File: src/rtl/phase_timer_arbiter_if.sv
// Handshake bundle between the light FSMs and the shared phase timer.
// The requesters drive the master side; the timer owns the slave side.
interface phase_timer_arbiter_if #(
    parameter int unsigned NREQ  = 2,
    parameter int unsigned CNT_W = 8
);
    logic [NREQ-1:0]  req;
    logic [NREQ-1:0]  kind;
    logic [NREQ-1:0]  grant;
    logic [NREQ-1:0]  done;
    logic [NREQ-1:0]  abort;
    logic             busy;
    logic [CNT_W-1:0] remaining;

    // Requester side: raises req/kind, watches grant and completion pulses
    modport master (
        output req,
        output kind,
        input  grant,
        input  done,
        input  abort,
        input  busy,
        input  remaining
    );

    // Timer side: samples requests, drives grant and status
    modport slave (
        input  req,
        input  kind,
        output grant,
        output done,
        output abort,
        output busy,
        output remaining
    );
endinterface

File: src/rtl/phase_timer_arbiter.sv
// Shared phase countdown timer with round-robin arbitration between light FSMs.
// A requester is granted the timer, the selected green/yellow duration is
// counted down, and the interval ends with a one-cycle done or abort pulse.
// Optional build macro PHASE_TIMER_CFG_EN adds runtime-writable durations
// (cfg_we / cfg_green / cfg_yellow) and a sticky cfg_ro_err flag.
// The interface instance must be parameterised with the same NREQ / CNT_W.
module phase_timer_arbiter #(
    parameter int unsigned NREQ         = 2,
    parameter int unsigned CNT_W        = 8,
    parameter int unsigned GREEN_TICKS  = 25,
    parameter int unsigned YELLOW_TICKS = 4
) (
    input  logic                  clk,
    input  logic                  rst_n,
`ifdef PHASE_TIMER_CFG_EN
    input  logic                  cfg_we,
    input  logic [CNT_W-1:0]      cfg_green,
    input  logic [CNT_W-1:0]      cfg_yellow,
    output logic                  cfg_ro_err,
`endif
    phase_timer_arbiter_if.slave  bus
);

    localparam int unsigned PTR_W = (NREQ > 1) ? $clog2(NREQ) : 1;
    // Zero durations would load an underflowed count; clamp to one cycle.
    localparam int unsigned G_EFF = (GREEN_TICKS  == 0) ? 1 : GREEN_TICKS;
    localparam int unsigned Y_EFF = (YELLOW_TICKS == 0) ? 1 : YELLOW_TICKS;

    typedef enum logic {
        IDLE = 1'b0,
        RUN  = 1'b1
    } state_e;

    state_e           state_q;
    logic [CNT_W-1:0] cnt_q;
    logic [PTR_W-1:0] owner_q;
    logic [PTR_W-1:0] rr_ptr_q;
    logic [NREQ-1:0]  grant_q;
    logic [NREQ-1:0]  done_q;
    logic [NREQ-1:0]  abort_q;
    logic             busy_q;

    logic [CNT_W-1:0] green_dur;
    logic [CNT_W-1:0] yellow_dur;
    logic [PTR_W-1:0] winner_d;
    logic [CNT_W-1:0] load_d;
    logic [PTR_W-1:0] rr_next_d;

    // First set request at or after ptr, wrapping modulo NREQ
    function automatic logic [PTR_W-1:0] rr_pick(
        input logic [NREQ-1:0]  r,
        input logic [PTR_W-1:0] ptr
    );
        logic [PTR_W-1:0] pick;
        logic             found;
        int unsigned      idx;
        pick  = ptr;
        found = 1'b0;
        for (int unsigned i = 0; i < NREQ; i++) begin
            idx = (32'(ptr) + i) % NREQ;
            if (!found && r[PTR_W'(idx)]) begin
                pick  = PTR_W'(idx);
                found = 1'b1;
            end
        end
        return pick;
    endfunction

`ifdef PHASE_TIMER_CFG_EN
    logic [CNT_W-1:0] green_q;
    logic [CNT_W-1:0] yellow_q;
    logic             cfg_ro_q;

    // Runtime durations: writable only while idle; writes during RUN flag an error
    always_ff @(posedge clk) begin
        if (!rst_n) begin
            green_q  <= CNT_W'(G_EFF);
            yellow_q <= CNT_W'(Y_EFF);
            cfg_ro_q <= 1'b0;
        end else if (cfg_we) begin
            if (state_q == IDLE) begin
                green_q  <= (cfg_green  == '0) ? CNT_W'(1) : cfg_green;
                yellow_q <= (cfg_yellow == '0) ? CNT_W'(1) : cfg_yellow;
            end else begin
                cfg_ro_q <= 1'b1;
            end
        end
    end

    assign green_dur  = green_q;
    assign yellow_dur = yellow_q;
    assign cfg_ro_err = cfg_ro_q;
`else
    assign green_dur  = CNT_W'(G_EFF);
    assign yellow_dur = CNT_W'(Y_EFF);
`endif

    // Arbitration winner, count preload and the pointer value after release
    always_comb begin
        winner_d  = rr_pick(bus.req, rr_ptr_q);
        load_d    = bus.kind[winner_d] ? (yellow_dur - CNT_W'(1))
                                       : (green_dur  - CNT_W'(1));
        rr_next_d = (owner_q == PTR_W'(NREQ - 1)) ? '0 : owner_q + PTR_W'(1);
    end

    // IDLE/RUN controller; all handshake outputs are registered here
    always_ff @(posedge clk) begin
        if (!rst_n) begin
            state_q  <= IDLE;
            cnt_q    <= '0;
            owner_q  <= '0;
            rr_ptr_q <= '0;
            grant_q  <= '0;
            done_q   <= '0;
            abort_q  <= '0;
            busy_q   <= 1'b0;
        end else begin
            done_q  <= '0;
            abort_q <= '0;
            case (state_q)
                IDLE: begin
                    if (|bus.req) begin
                        state_q <= RUN;
                        owner_q <= winner_d;
                        grant_q <= NREQ'(1) << winner_d;
                        busy_q  <= 1'b1;
                        cnt_q   <= load_d;
                    end
                end
                RUN: begin
                    if (cnt_q == '0) begin
                        // Completion wins over a same-cycle request drop
                        state_q         <= IDLE;
                        grant_q         <= '0;
                        busy_q          <= 1'b0;
                        done_q[owner_q] <= 1'b1;
                        rr_ptr_q        <= rr_next_d;
                    end else if (!bus.req[owner_q]) begin
                        state_q          <= IDLE;
                        grant_q          <= '0;
                        busy_q           <= 1'b0;
                        abort_q[owner_q] <= 1'b1;
                        rr_ptr_q         <= rr_next_d;
                        cnt_q            <= '0;
                    end else begin
                        cnt_q <= cnt_q - CNT_W'(1);
                    end
                end
                default: begin
                    state_q <= IDLE;
                    grant_q <= '0;
                    busy_q  <= 1'b0;
                    cnt_q   <= '0;
                end
            endcase
        end
    end

    assign bus.grant     = grant_q;
    assign bus.done      = done_q;
    assign bus.abort     = abort_q;
    assign bus.busy      = busy_q;
    assign bus.remaining = cnt_q;

endmodule

File: src/flat_wrapper.sv
// flat-port wrapper written by rule: the top's interface ports become plain ports
module phase_timer_arbiter_flat 
#(
    parameter int unsigned NREQ         = 2,
    parameter int unsigned CNT_W        = 8,
    parameter int unsigned GREEN_TICKS  = 25,
    parameter int unsigned YELLOW_TICKS = 4
)
  (clk, rst_n, bus_req, bus_kind, bus_grant, bus_done, bus_abort, bus_busy, bus_remaining);
  phase_timer_arbiter_if #(.NREQ(NREQ), .CNT_W(CNT_W)) bus_i ();
  input  logic clk;
  input  logic rst_n;
  input wire logic [$bits(bus_i.req)-1:0] bus_req;
  input wire logic [$bits(bus_i.kind)-1:0] bus_kind;
  output wire logic [$bits(bus_i.grant)-1:0] bus_grant;
  output wire logic [$bits(bus_i.done)-1:0] bus_done;
  output wire logic [$bits(bus_i.abort)-1:0] bus_abort;
  output wire logic [$bits(bus_i.busy)-1:0] bus_busy;
  output wire logic [$bits(bus_i.remaining)-1:0] bus_remaining;
  assign bus_i.req = bus_req;
  assign bus_i.kind = bus_kind;
  assign bus_grant = bus_i.grant;
  assign bus_done = bus_i.done;
  assign bus_abort = bus_i.abort;
  assign bus_busy = bus_i.busy;
  assign bus_remaining = bus_i.remaining;
  phase_timer_arbiter #(.NREQ(NREQ), .CNT_W(CNT_W), .GREEN_TICKS(GREEN_TICKS), .YELLOW_TICKS(YELLOW_TICKS)) u_core (.clk(clk), .rst_n(rst_n), .bus(bus_i));
endmodule
File: config.mk
export PLATFORM = sky130hd
export DESIGN_NAME = phase_timer_arbiter_flat
export DESIGN_NICKNAME = d
export VERILOG_FILES = /design/src/rtl/phase_timer_arbiter_if.sv /design/src/rtl/phase_timer_arbiter.sv /design/src/flat_wrapper.sv
export SDC_FILE = /design/constraint.sdc
export NUM_CORES = 1
export LEC_CHECK = 0
export ABC_AREA = 0
export CORE_ASPECT_RATIO = 0.7
export CORE_MARGIN = 3
export CORE_UTILIZATION = 35
export DETAILED_ROUTE_END_ITERATION = 8
export PLACE_DENSITY = 0.56
export SYNTH_ARGS = -nofsm -noshare
export SYNTH_HDL_FRONTEND = slang
export SYNTH_SLANG_ARGS = --single-unit
File: constraint.sdc
create_clock -name clk -period 2.35 [get_ports clk]
set_clock_uncertainty 0.15 [all_clocks]
set_input_delay 0.47 -clock clk [delete_from_list [all_inputs] [get_ports clk]]
set_output_delay 0.47 -clock clk [all_outputs]
set_load 0.005 [all_outputs]
==> results.py, run 1 <==
metrics = {
    "sta": {
        "setup_tns_ps": 0,
        "grt_setup_unrepaired": "no",
        "slew_violations": 0,
        "setup_viol": 0,
        "fin_ws_ps": 338,
        "fin_crit_ps": 2010,
        "period_share": 0.856,
        "clock.fmax_ghz": 0.497,
        "tightest_slew_ps": 573,
        "hold_viol_final": 0,
        "max_slew_margin": 0.617,
    },
    "routing": {
        "wl_per_cell_um": 12.6,
        "drc_errors": 0,
        "vias": 842,
        "firstDrtPassIters": 4,
        "drt-initial-drc-count": 33,
        "viasPerCell": 5.20,
        "wl_mm": 2.03,
        "drtAntennaViolNets": 0,
    },
    "finish": {
        "regArea_um2": 360,
        "area_growth_pct": 28.6,
        "fin_util": 0.511,
        "drive_above_1_share": 0.0615,
        "fill_cells": 232,
        "finalNetCount": 139,
        "antennaDiodeCount": 0,
        "multi_input_area_um2": 503,
    },
    "floorplanning": {
        "die_area_um2": 3290,
        "core_area_um2": 2310,
        "placementRows": 14,
        "initial_core_util": 0.398,
        "dieHeight_um": 48.9,
        "die_w_um": 67.3,
        "io_pins": 21,
    },
    "place": {
        "pre_cts_slack_ps": 84.3,
        "place_hpwl_mm": 1.58,
        "gp_congestion": 0.839,
        "port_buffers": 20,
    },
    "yosys": {
        "synth-async-reset-ratio": 0,
        "synth-main-ff-cell": "dfxtp_1",
        "yosysUniqueCellTypes": 35,
        "syn_avg_cell_area_um2": 8.44,
        "ys_ff_latch": 18,
        "synth_fp_nets": 116,
        "synth_edf_count": 0,
        "synth_cells": 109,
        "synth.yosys.seq_area_share": 0.392,
        "ys.warnings.count": 0,
        "synth_area_um2": 920,
    },
    "worst_setup_path": {
        "cp_max_fo": 8,
        "r2r_cells": 7,
        "crit_path_start_kind": "input pin",
        "timing.rr.start": "u_core.bus.remaining[0]",
        "reg2reg_slack_ps": 340,
        "arrival_ps": 2000,
        "cp_slowest_stage_delay_ps": 520,
        "worstPathRequired_ps": 2340,
        "slowest_stage": "clkdlybuf4s50_1",
        "end_kind": "flop",
        "worst-setup-path-type": "input pin to flop",
        "worstReg2RegEnd": "u_core.rr_ptr_q",
        "crit_chain": "clkdlybuf4s50_1, mux2_2, and2_1, a21o_1, a21oi_1, nor2b_1",
    },
    "hold_path": {
        "hp-class": "flop to flop",
        "holdPathEnd": "u_core.bus.grant[1]",
        "hold-path-cell-count": 2,
        "hp-start": "u_core.bus.grant[1]",
    },
    "grt": {
        "use_met1": 0.192,
        "grt_usage": 0.132,
        "grt_pass1_wl_mm": 3.34,
        "use_met3": 0.0599,
        "grtUsageMet2": 0.173,
        "grt_max_degree": 18,
        "antenna_found_initial": 0,
        "grt_pass1_vias": 725,
        "grt-ovfl-total": 0,
        "grt.busiest_layer": "met1",
    },
    "status": {
        "outcome": "finished clean",
    },
    "power_and_ir_drop": {
        "max-vdd-ir-drop_v": 0.000283,
        "p_clk_frac": 0.249,
        "pwr-share-seq": 0.443,
        "swShare": 0.306,
        "p_switching_mw": 0.253,
        "p_leak_nw": 0.454,
        "power_density_nw_per_um2": 697,
        "finalPower_mw": 0.825,
        "p_int_mw": 0.572,
        "power_frac_comb": 0.308,
    },
    "clocking": {
        "cts_buffers": 3,
        "postCtsSetupBuffers": 0,
        "clk_pin_slew_ps": 60,
        "ctsResizeCount": 0,
        "cts_root_buf": "clkbuf_8",
        "cts_tree": "yes",
        "h-tree-depth": 1,
        "cts_sinks": 18,
        "insertion_delay_ps": 250,
        "cts.path.max_buffers": 2,
        "cts_hold_buf": 0,
    },
    "flow_run": {
        "maxCapViolations": 0,
    },
}
==> metal layers <==
metal / wire length [um] / vias to the layer above
met1: 1030 / 372
met5: 0 / -
met3: 171 / 2
li1: - / 435
met4: 6 / 0
met2: 822 / 33
==> cells in the final DEF, fill, tap and decap left out, types with 2 or more instances in the layout <==
cell	instances
clkdlybuf4s50_1	20
dfxtp_1	18
nand2_1	10
nor2_1	9
a21oi_1	7
o21ai_0	7
inv_1	6
nor3_1	5
nor2b_1	4
nor4_1	4
and2_1	3
nand3_1	3
nand2b_1	3
a21boi_0	3
a31oi_1	3
clkbuf_8	3
nand3b_1	2
o221ai_1	2
o211a_1	2
buf_4	2
==> Yosys cell counts (2+ instances only) <==
library cell | instances | share of area
a21oi_1 | 7 | 0.038
nor3_1 | 5 | 0.027
a31oi_1 | 3 | 0.020
nand2b_1 | 3 | 0.020
nor2_1 | 9 | 0.037
and2_1 | 3 | 0.020
o21ai_0 | 7 | 0.038
dfxtp_1 | 18 | 0.39
nand3_1 | 3 | 0.016
o221ai_1 | 2 | 0.019
nand3b_1 | 2 | 0.016
nor4_1 | 4 | 0.027
o211a_1 | 2 | 0.022
inv_1 | 6 | 0.024
nand2_1 | 10 | 0.041
a21boi_0 | 3 | 0.024
nor2b_1 | 4 | 0.027
==> worst max path at each step <==
stage | cells past startpoint | from | endpoint
after floorplan | 8 | u_core.bus.remaining[0] | u_core.rr_ptr_q
final | 6 | bus_req[1] | u_core.bus.grant[0]
after detailed placement | 6 | bus_req[1] | u_core.bus.grant[0]
after CTS | 7 | u_core.bus.remaining[0] | u_core.rr_ptr_q
after global placement | 6 | bus_req[1] | u_core.bus.grant[1]
after global routing | 7 | u_core.bus.remaining[0] | u_core.rr_ptr_q
==> registers in the layout, indices dropped and copies added, names as in the netlist <==
register	flops
u_core.bus.abort	2
u_core.bus.busy	1
u_core.bus.done	2
u_core.bus.grant	2
u_core.bus.remaining	8
u_core.owner_q	1
u_core.rr_ptr_q	1
u_core.state_q	1
==> final cells by class <==
type / instances / area share
flip-flops and latches: 18 / 0.305
inverters: 6 / 0.0190
clock buffers: 3 / 0.0349
repair buffers: 22 / 0.182
multi-input cells: 81 / 0.425
well taps: 32 / 0.0339
==> power by group through the flow <==
stage               sequential, mW  combinational [mW]  clock (mW)
floorplan                    0.368               0.179           0
detailed placement           0.372               0.254           0
CTS                          0.365               0.255       0.216
finish                       0.366               0.254       0.205
global route                 0.370               0.283       0.229
global placement             0.372               0.256           0
==> stage by stage <==
stage | hold WS, ps | area, um2 | cells
6_report | 370 | 1180 | 162
5_1_grt | 395 | 1180 | 162
4_1_cts | 373 | 1180 | 162
3_5_place_dp | 358 | 1140 | 159
3_3_place_gp | 348 | 1140 | 159
2_1_floorplan | 336 | 920 | 109
==> critical path: cells and delay by family <==
kind | cells | cell delay [ps]
buffers and inverters | 1 | 520
AO/OA/AOI/OAI | 2 | 380
multiplexers | 1 | 330
AND/OR/NAND/NOR | 2 | 300
==> cell families after synthesis <==
kind of cell               count (synthesis)  synth area share
and+or+nand+nor                           47             0.282
adders and majority gates                  1            0.0136
AOI/OAI and AO/OA                         31             0.229
DFF                                       18             0.392
muxes                                      2            0.0231
buffers and inverters                     10            0.0612
Note: power is estimated with default switching activity, not from simulation.
==> run 2, diff against run 1 <==
- CELL_PAD_IN_SITES_DETAIL_PLACEMENT: not set -> 0
- CELL_PAD_IN_SITES_GLOBAL_PLACEMENT: not set -> 2
- CORE_UTILIZATION: 35 -> 28
- PLACE_DENSITY: 0.56 -> 0.74
==> run 2 against run 1 <==
Non-clock buffer count did not move. Clock-buffer cell count grew 1. Register-to-register slack got worse by 20 ps. Largest cell class unchanged.
==> results.py, run 2 (synthesized netlist as in run 1, its figures left out) <==
metrics = {
    "status": {
        "outcome": "finished clean",
    },
    "floorplanning": {
        "core_area_um2": 2960,
        "die_w_um": 74.5,
        "initial_core_util": 0.310,
        "die_area_um2": 4020,
        "io_pins": 21,
        "placementRows": 16,
        "dieHeight_um": 54.0,
    },
    "sta": {
        "fin_crit_ps": 2040,
        "setup_tns_ps": 0,
        "grt_setup_unrepaired": "no",
        "clock.fmax_ghz": 0.491,
        "setup_viol": 0,
        "tightest_slew_ps": 577,
        "slew_violations": 0,
        "hold_viol_final": 0,
        "hold_ws_ps": 369,
        "max_slew_margin": 0.614,
        "period_share": 0.867,
    },
    "finish": {
        "area_growth_pct": 30.6,
        "largest_reg_flops": 8,
        "fin_util": 0.405,
        "drive_above_1_share": 0.0687,
        "fill_cells": 309,
        "layout_commonest_cell": "clkdlybuf4s50_1",
        "finalNetCount": 139,
        "instances_no_fill": 167,
        "antennaDiodeCount": 0,
        "mostFrequentLayoutCells": "clkdlybuf4s50_1 (20), dfxtp_1 (18), nand2_1 (10), nor2_1 (9)",
    },
    "hold_path": {
        "hp-start": "u_core.bus.grant[1]",
        "hold-path-cell-count": 2,
        "hp-class": "flop to flop",
        "holdPathEnd": "u_core.bus.grant[1]",
    },
    "place": {
        "numPlacedInstances": 163,
        "place_hpwl_mm": 1.64,
        "port_buffers": 20,
        "gp_congestion": 0.746,
    },
    "clocking": {
        "cts.path.max_buffers": 2,
        "cts_buffers": 3,
        "h-tree-depth": 1,
        "postCtsSetupBuffers": 0,
        "cts_tree": "yes",
        "cts_hold_buf": 0,
        "clk_pin_slew_ps": 70,
        "ctsResizeCount": 0,
        "cts_sinks": 18,
        "cts_root_buf": "clkbuf_8",
        "insertion_delay_ps": 250,
    },
    "power_and_ir_drop": {
        "p_leak_nw": 0.461,
        "finalPower_mw": 0.871,
        "max-vdd-ir-drop_v": 0.000374,
        "power_density_nw_per_um2": 725,
    },
    "worst_setup_path": {
        "reg2reg_slack_ps": 310,
        "r2r_cells": 7,
        "worstPathRequired_ps": 2350,
        "crit_path_start_kind": "flop",
        "arrival_ps": 2030,
        "end_kind": "flop",
        "worstReg2RegEnd": "u_core.rr_ptr_q",
        "timing.rr.start": "u_core.bus.remaining[0]",
        "worst-setup-path-type": "flop to flop",
        "cp_max_fo": 7,
    },
    "routing": {
        "viasPerCell": 4.84,
        "wl_per_cell_um": 13.1,
        "wl_mm": 2.19,
        "vias": 809,
        "drt-initial-drc-count": 38,
        "drtAntennaViolNets": 0,
        "drc_errors": 0,
        "firstDrtPassIters": 4,
    },
    "grt": {
        "grt_max_degree": 18,
        "antenna_found_initial": 0,
        "grt-ovfl-total": 0,
        "grt_pass1_wl_mm": 3.75,
        "grt_usage": 0.125,
        "grt_pass1_vias": 758,
    },
    "flow_run": {
        "maxCapViolations": 0,
    },
}
-- run 2: worst max-delay path by stage --
stage / from / to / depth (start not counted)
floorplan: u_core.bus.remaining[0] / u_core.rr_ptr_q / 8
global placement: bus_req[1] / u_core.bus.grant[0] / 6
detailed placement: bus_req[1] / u_core.bus.grant[0] / 6
CTS: u_core.bus.remaining[0] / u_core.rr_ptr_q / 7
global route: u_core.bus.remaining[0] / u_core.bus.remaining[5] / 7
finish: u_core.bus.remaining[0] / u_core.rr_ptr_q / 7
-- run 2: final cells by class --
type	count	area (um2)	share of cell area
multi-input cells	81	503	0.419
clock buffers	4	55.1	0.0458
inverters	6	22.5	0.0188
well taps	36	45.0	0.0375
flip-flops and latches	18	360	0.300
repair buffers	22	215	0.179
-- run 2: report_power, final --
| part | internal (mW) | switching (mW) |
|---|---|---|
| Sequential | 0.333 | 0.0343 |
| Combinational | 0.125 | 0.129 |
| Clock | 0.149 | 0.101 |
| Total | 0.607 | 0.264 |
-- run 2: layer usage --
layer / global-route usage / share of wire / vias to the layer above
met5: 0 / 0 / -
met4: 0.0178 / 0.0046 / 0
met3: 0.0485 / 0.053 / 2
met2: 0.165 / 0.39 / 19
met1: 0.191 / 0.55 / 354
li1: - / - / 434
-- run 2: metrics by stage --
step,instance area (um2),setup WS (ps)
after CTS,1200,298
after global placement,1150,84.8
after detailed placement,1150,66.5
after global routing,1200,108
final,1200,314
after floorplan,920,608
-- run 2: critical path, stage by stage, from the launching register on --
cell and delay, ps:
dfxtp_1 370, inv_1 80, ha_1 210, nor4b_4 380, and2_1 370, o21ai_4 110
mux2i_1 120, and2_1 150
